File: config.mk
export PLATFORM = sky130hd
export DESIGN_NAME = alu_arbiter
export DESIGN_NICKNAME = d
export VERILOG_FILES = /design/src/rtl/alu_arbiter.sv
export SDC_FILE = /design/constraint.sdc
export NUM_CORES = 1
export LEC_CHECK = 0
export ABC_AREA = 1
export BUFFER_PORTS_ARGS = -buffer_cell sky130_fd_sc_hd__buf_2
export CAP_MARGIN = 40
export CORE_UTILIZATION = 41
export CTS_CLUSTER_SIZE = 20
export DETAILED_ROUTE_END_ITERATION = 12
export PLACE_DENSITY_LB_ADDON = 0.2
export SKIP_CTS_REPAIR_TIMING = 1
export SYNTH_ARGS = -nofsm -noshare
export SYNTH_HDL_FRONTEND = slang
export SYNTH_SLANG_ARGS = --single-unit
File: constraint.sdc
create_clock -name clk -period 1.3 [get_ports clk]
set_input_delay 0.195 -clock clk [delete_from_list [all_inputs] [get_ports clk]]
set_output_delay 0.195 -clock clk [all_outputs]
set_load 0.005 [all_outputs]
File: src/rtl/alu_arbiter.sv
// Shares one ALU between NREQ requesters: grant, registered operands, captured result.
// Define ALU_ARB_FIXED_PRIO_EN for fixed lowest-index priority instead of round-robin.
module alu_arbiter #(
  parameter int NREQ  = 2,
  parameter int WIDTH = 32
) (
  input  logic                  clk,
  input  logic                  reset_n,
  input  logic [NREQ-1:0]       req_valid,
  output logic [NREQ-1:0]       req_ready,
  input  logic [NREQ*WIDTH-1:0] req_a,
  input  logic [NREQ*WIDTH-1:0] req_b,
  input  logic [NREQ*2-1:0]     req_op,
  output logic [NREQ-1:0]       rsp_valid,
  input  logic [NREQ-1:0]       rsp_ready,
  output logic [WIDTH-1:0]      rsp_result,
  output logic                  rsp_zero,
  output logic [WIDTH-1:0]      alu_src_a,
  output logic [WIDTH-1:0]      alu_src_b,
  output logic [1:0]            alu_ctrl,
  input  logic [WIDTH-1:0]      alu_result,
  input  logic                  alu_zero,
  output logic                  busy
);

  localparam int IW = (NREQ > 1) ? $clog2(NREQ) : 1;

  typedef enum logic [1:0] {
    S_IDLE = 2'd0,
    S_EXEC = 2'd1,
    S_RESP = 2'd2
  } state_t;

  state_t           r_state;
  state_t           w_next;
  logic [WIDTH-1:0] r_a;
  logic [WIDTH-1:0] r_b;
  logic [1:0]       r_op;
  logic [WIDTH-1:0] r_result;
  logic             r_zero;
  logic [IW-1:0]    r_owner;
  logic [IW-1:0]    w_gnt;
  logic             w_any;
  logic             w_accept;

  assign w_any    = |req_valid;
  assign w_accept = (r_state == S_IDLE) && w_any;

`ifdef ALU_ARB_FIXED_PRIO_EN
  always_comb begin
    w_gnt = '0;
    for (int i = NREQ - 1; i >= 0; i--) begin
      if (req_valid[i]) w_gnt = IW'(i);
    end
  end
`else
  logic [IW-1:0] r_last;
  logic [IW-1:0] w_idx;
  logic          w_hit;

  // Search starts just past the last winner and wraps back to it.
  always_comb begin
    w_gnt = r_last;
    w_idx = r_last;
    w_hit = 1'b0;
    for (int k = 1; k <= NREQ; k++) begin
      w_idx = IW'((int'(r_last) + k) % NREQ);
      if (!w_hit && req_valid[w_idx]) begin
        w_gnt = w_idx;
        w_hit = 1'b1;
      end
    end
  end

  always_ff @(posedge clk or negedge reset_n) begin
    if (!reset_n) begin
      r_last <= IW'(NREQ - 1);
    end else if (w_accept) begin
      r_last <= w_gnt;
    end
  end
`endif

  always_comb begin
    w_next = r_state;
    unique case (r_state)
      S_IDLE: if (w_any) w_next = S_EXEC;
      S_EXEC: w_next = S_RESP;
      S_RESP: if (rsp_ready[r_owner]) w_next = S_IDLE;
      default: w_next = S_IDLE;
    endcase
  end

  always_ff @(posedge clk or negedge reset_n) begin
    if (!reset_n) begin
      r_state <= S_IDLE;
    end else begin
      r_state <= w_next;
    end
  end

  always_ff @(posedge clk or negedge reset_n) begin
    if (!reset_n) begin
      r_a      <= '0;
      r_b      <= '0;
      r_op     <= '0;
      r_owner  <= '0;
      r_result <= '0;
      r_zero   <= 1'b0;
    end else begin
      if (w_accept) begin
        r_a     <= req_a[int'(w_gnt)*WIDTH +: WIDTH];
        r_b     <= req_b[int'(w_gnt)*WIDTH +: WIDTH];
        r_op    <= req_op[int'(w_gnt)*2 +: 2];
        r_owner <= w_gnt;
      end
      if (r_state == S_EXEC) begin
        r_result <= alu_result;
        r_zero   <= alu_zero;
      end
    end
  end

  // reset_n gating keeps req_ready low while reset is held with requests pending.
  assign req_ready  = (reset_n && w_accept) ? (NREQ'(1) << w_gnt) : '0;
  assign rsp_valid  = (r_state == S_RESP) ? (NREQ'(1) << r_owner) : '0;
  assign rsp_result = r_result;
  assign rsp_zero   = r_zero;
  assign alu_src_a  = r_a;
  assign alu_src_b  = r_b;
  assign alu_ctrl   = r_op;
  assign busy       = (r_state != S_IDLE);

endmodule

==> impl_metrics.yaml <==
timing:
  setup_viol: 71
  timing.slew.headroom_pct: 61.7
  whs_ns: 0.0820
  fmax_mhz: 638
  rsz0062_at_grt: "yes"
  setup_tns_ns: -4.66
  worst_slack_ns: -0.266
  fin_crit_ns: 1.57
  timing_hold_violations_final: 0
  post-route-period-util_pct: 120
  max_slew.worst_pin.slew_ns: 0.574
  maxSlewViolCount: 0
  finClkSkew_ns: 0.00593
die:
  pin_count: 275
  die_w_um: 115
  die-area_um2: 13300
  start_util_pct: 42.0
  core_area_um2: 12600
  rows: 41
  die_h_um: 115
flow_run:
  maxCapViolCount: 0
layout:
  fill_cells: 1185
  area_growth_pct: 45.0
  post-route-util_pct: 60.9
  num-nets-final: 1125
  drive_gt1_share_pct: 35.8
  n_antenna_cell: 0
  postLayoutCellArea_um2: 7650
synth:
  netlist_area_um2: 5280
  synth_edf_count: 0
  yosysMostFrequentCell: "nand2_1"
  syn_avg_cell_area_um2: 7.76
  synth_commonest_cells: "nand2_1, nand3_1, dfrtp_1, inv_1, nand3b_1"
  ys_seq_elements: 103
  ys_types: 18
  yosys.area.top_type_share_pct: 48.4
  synth-main-ff-cell: "dfrtp_1"
  syn-num-nets: 851
  synth_top_area_cell: "dfrtp_1"
  synthTopCellsByArea: "dfrtp_1, nand3_1, nand2_1, nand3b_1, inv_1"
  ys_seq_area_share_pct: 48.9
  synth_cells: 680
  ys_warn_count: 0
  synthArstFlopShare_pct: 100
cts:
  cts_root_buf: "clkbuf_16"
  insertion_delay_ns: 0.34
  htreeDepth: 3
  clock_sinks: 103
  cts_tree: "yes"
  cts_made_buffers: 9
  clkTransAtPathRegs_ns: 0.07
  clockBufferDepth: 2
setup_path:
  r2r-start: "r_last"
  path_max_fanout: 8
  path_cells: "buf_4 -> nand2_8 -> a21oi_2 -> buf_2"
  required_ns: 1.11
  end_kind: "primary output"
  worstPathArrival_ns: 1.37
  r2r_end: "alu_src_b[11]"
  reg2reg_depth: 7
  startpoint_type: "flip-flop"
  critical_path.slowest_cell: "dfstp_2"
  r2r_setup_slack_ns: -0.10
  worst-setup-path-type: "flip-flop to primary output"
  cpPeakStageDelay_ns: 0.55
min_path:
  hold_path_end: "rsp_result[18]"
  hp-start: "alu_result[18]"
  min_path_cells: 3
  hp-class: "input port to flip-flop"
placement:
  place_ws_ns: -0.0600
  gp_congestion: 0.821
  postPlaceCellArea_um2: 6920
  portBuffers: 274
  post-dp-hpwl_mm: 11.0
route:
  viasPerCell: 4.94
  ant_nets: 0
  route.detailed.drc: 0
  drt_iter0_markers: 471
  drt-wirelength-per-cell_um: 15.5
  drtPass1Iterations: 5
  via_count: 5582
  drt_wl_total_mm: 17.5
status:
  status: "finished, violations left"
  violations: "negative setup slack"
global_route:
  grt_max_degree: 104
  overflow: 0
  grt_use_total_pct: 24.0
  antenna_found_initial: 1
  grt_pass1_vias: 5151
  grt_pass1_wl_mm: 25.2
pwr:
  max-vdd-ir-drop_uv: 907
  power_per_cell_area_nw_per_um2: 2290
  leakage_nw: 4.46
worst max path at each step:
| stage | startpoint | to | slack (ns) | cells past startpoint |
|---|---|---|---|---|
| global placement | r_last | alu_src_b[25] | -0.05 | 6 |
| floorplan | r_last | alu_src_b[10] | -0.01 | 7 |
| global route | r_state[1] | req_ready[1] | -0.31 | 6 |
| finish | r_last | req_ready[1] | -0.27 | 4 |
| CTS | r_last | req_ready[1] | -0.43 | 5 |
| detailed placement | r_last | req_ready[1] | -0.06 | 5 |
report_power, final:
group          switching (W)  internal (W)
combinational        0.00476       0.00379
clock                0.00119       0.00213
sequential          0.000832       0.00483
total                0.00678        0.0108
per-stage QoR:
| step | instances | power, W |
|---|---|---|
| after global routing | 1130 | 0.0189 |
| final | 1130 | 0.0175 |
| after floorplan | 680 | 0.00999 |
| after detailed placement | 1097 | 0.0134 |
| after global placement | 1097 | 0.0132 |
| after CTS | 1112 | 0.0167 |
sequential cells by signal, indices dropped and copies added (netlist names):
signal / cells
alu_src_a: 32
alu_src_b: 32
rsp_result: 32
alu_ctrl: 2
r_state: 2
r_last: 1
r_owner: 1
rsp_zero: 1
critical path: cells and delay by family, from the launching register on:
family                 cells  cell delay [ns]
AND/OR/NAND/NOR            1             0.09
buffers and inverters      2             0.25
flip-flops                 1             0.55
AO/OA/AOI/OAI              1             0.13
routing by layer:
| layer | routed length [um] | track usage [%] |
|---|---|---|
| met4 | 328 | 8.74 |
| met3 | 1390 | 4.34 |
| met1 | 7270 | 31.7 |
| met2 | 8450 | 39.5 |
| met5 | 13 | 0 |
placed cells by master (no fill, tap or decap):
cell	count
nand3b_1	66
clkbuf_8	1
clkbuf_16	15
nor2_4	1
inv_1	70
buf_4	17
nand3_1	166
nand2_2	2
nand2_1	203
a21oi_2	1
buf_6	2
dlygate4sd3_1	1
inv_4	1
o21ai_0	1
nor2_1	5
dfstp_2	1
buf_8	2
o21ai_1	1
nand2_4	4
buf_12	13
nand2_8	1
bufinv_16	4
inv_6	1
inv_2	3
buf_16	1
buf_2	273
dfrtp_1	102
cell families (layout without fill, tap and decap cells):
kind of cell | Yosys count | count (layout) | share of synthesized area (%)
simple gates | 448 | 448 | 40.7
buf+inv | 126 | 404 | 10.1
flops | 103 | 103 | 48.9
compound gates | 3 | 3 | 0.284
cell type report:
| class | count | area (um^2) | area share (%) |
|---|---|---|---|
| flip-flops and latches | 103 | 2580 | 33.7 |
| multi-input cells | 451 | 2210 | 28.9 |
| repair buffers | 315 | 1990 | 26.1 |
| inverters | 74 | 280 | 3.66 |
| clock buffers | 10 | 239 | 3.12 |
| well taps | 172 | 215 | 2.81 |
| clock inverters | 5 | 129 | 1.68 |
(Power assumes the default switching activity.)
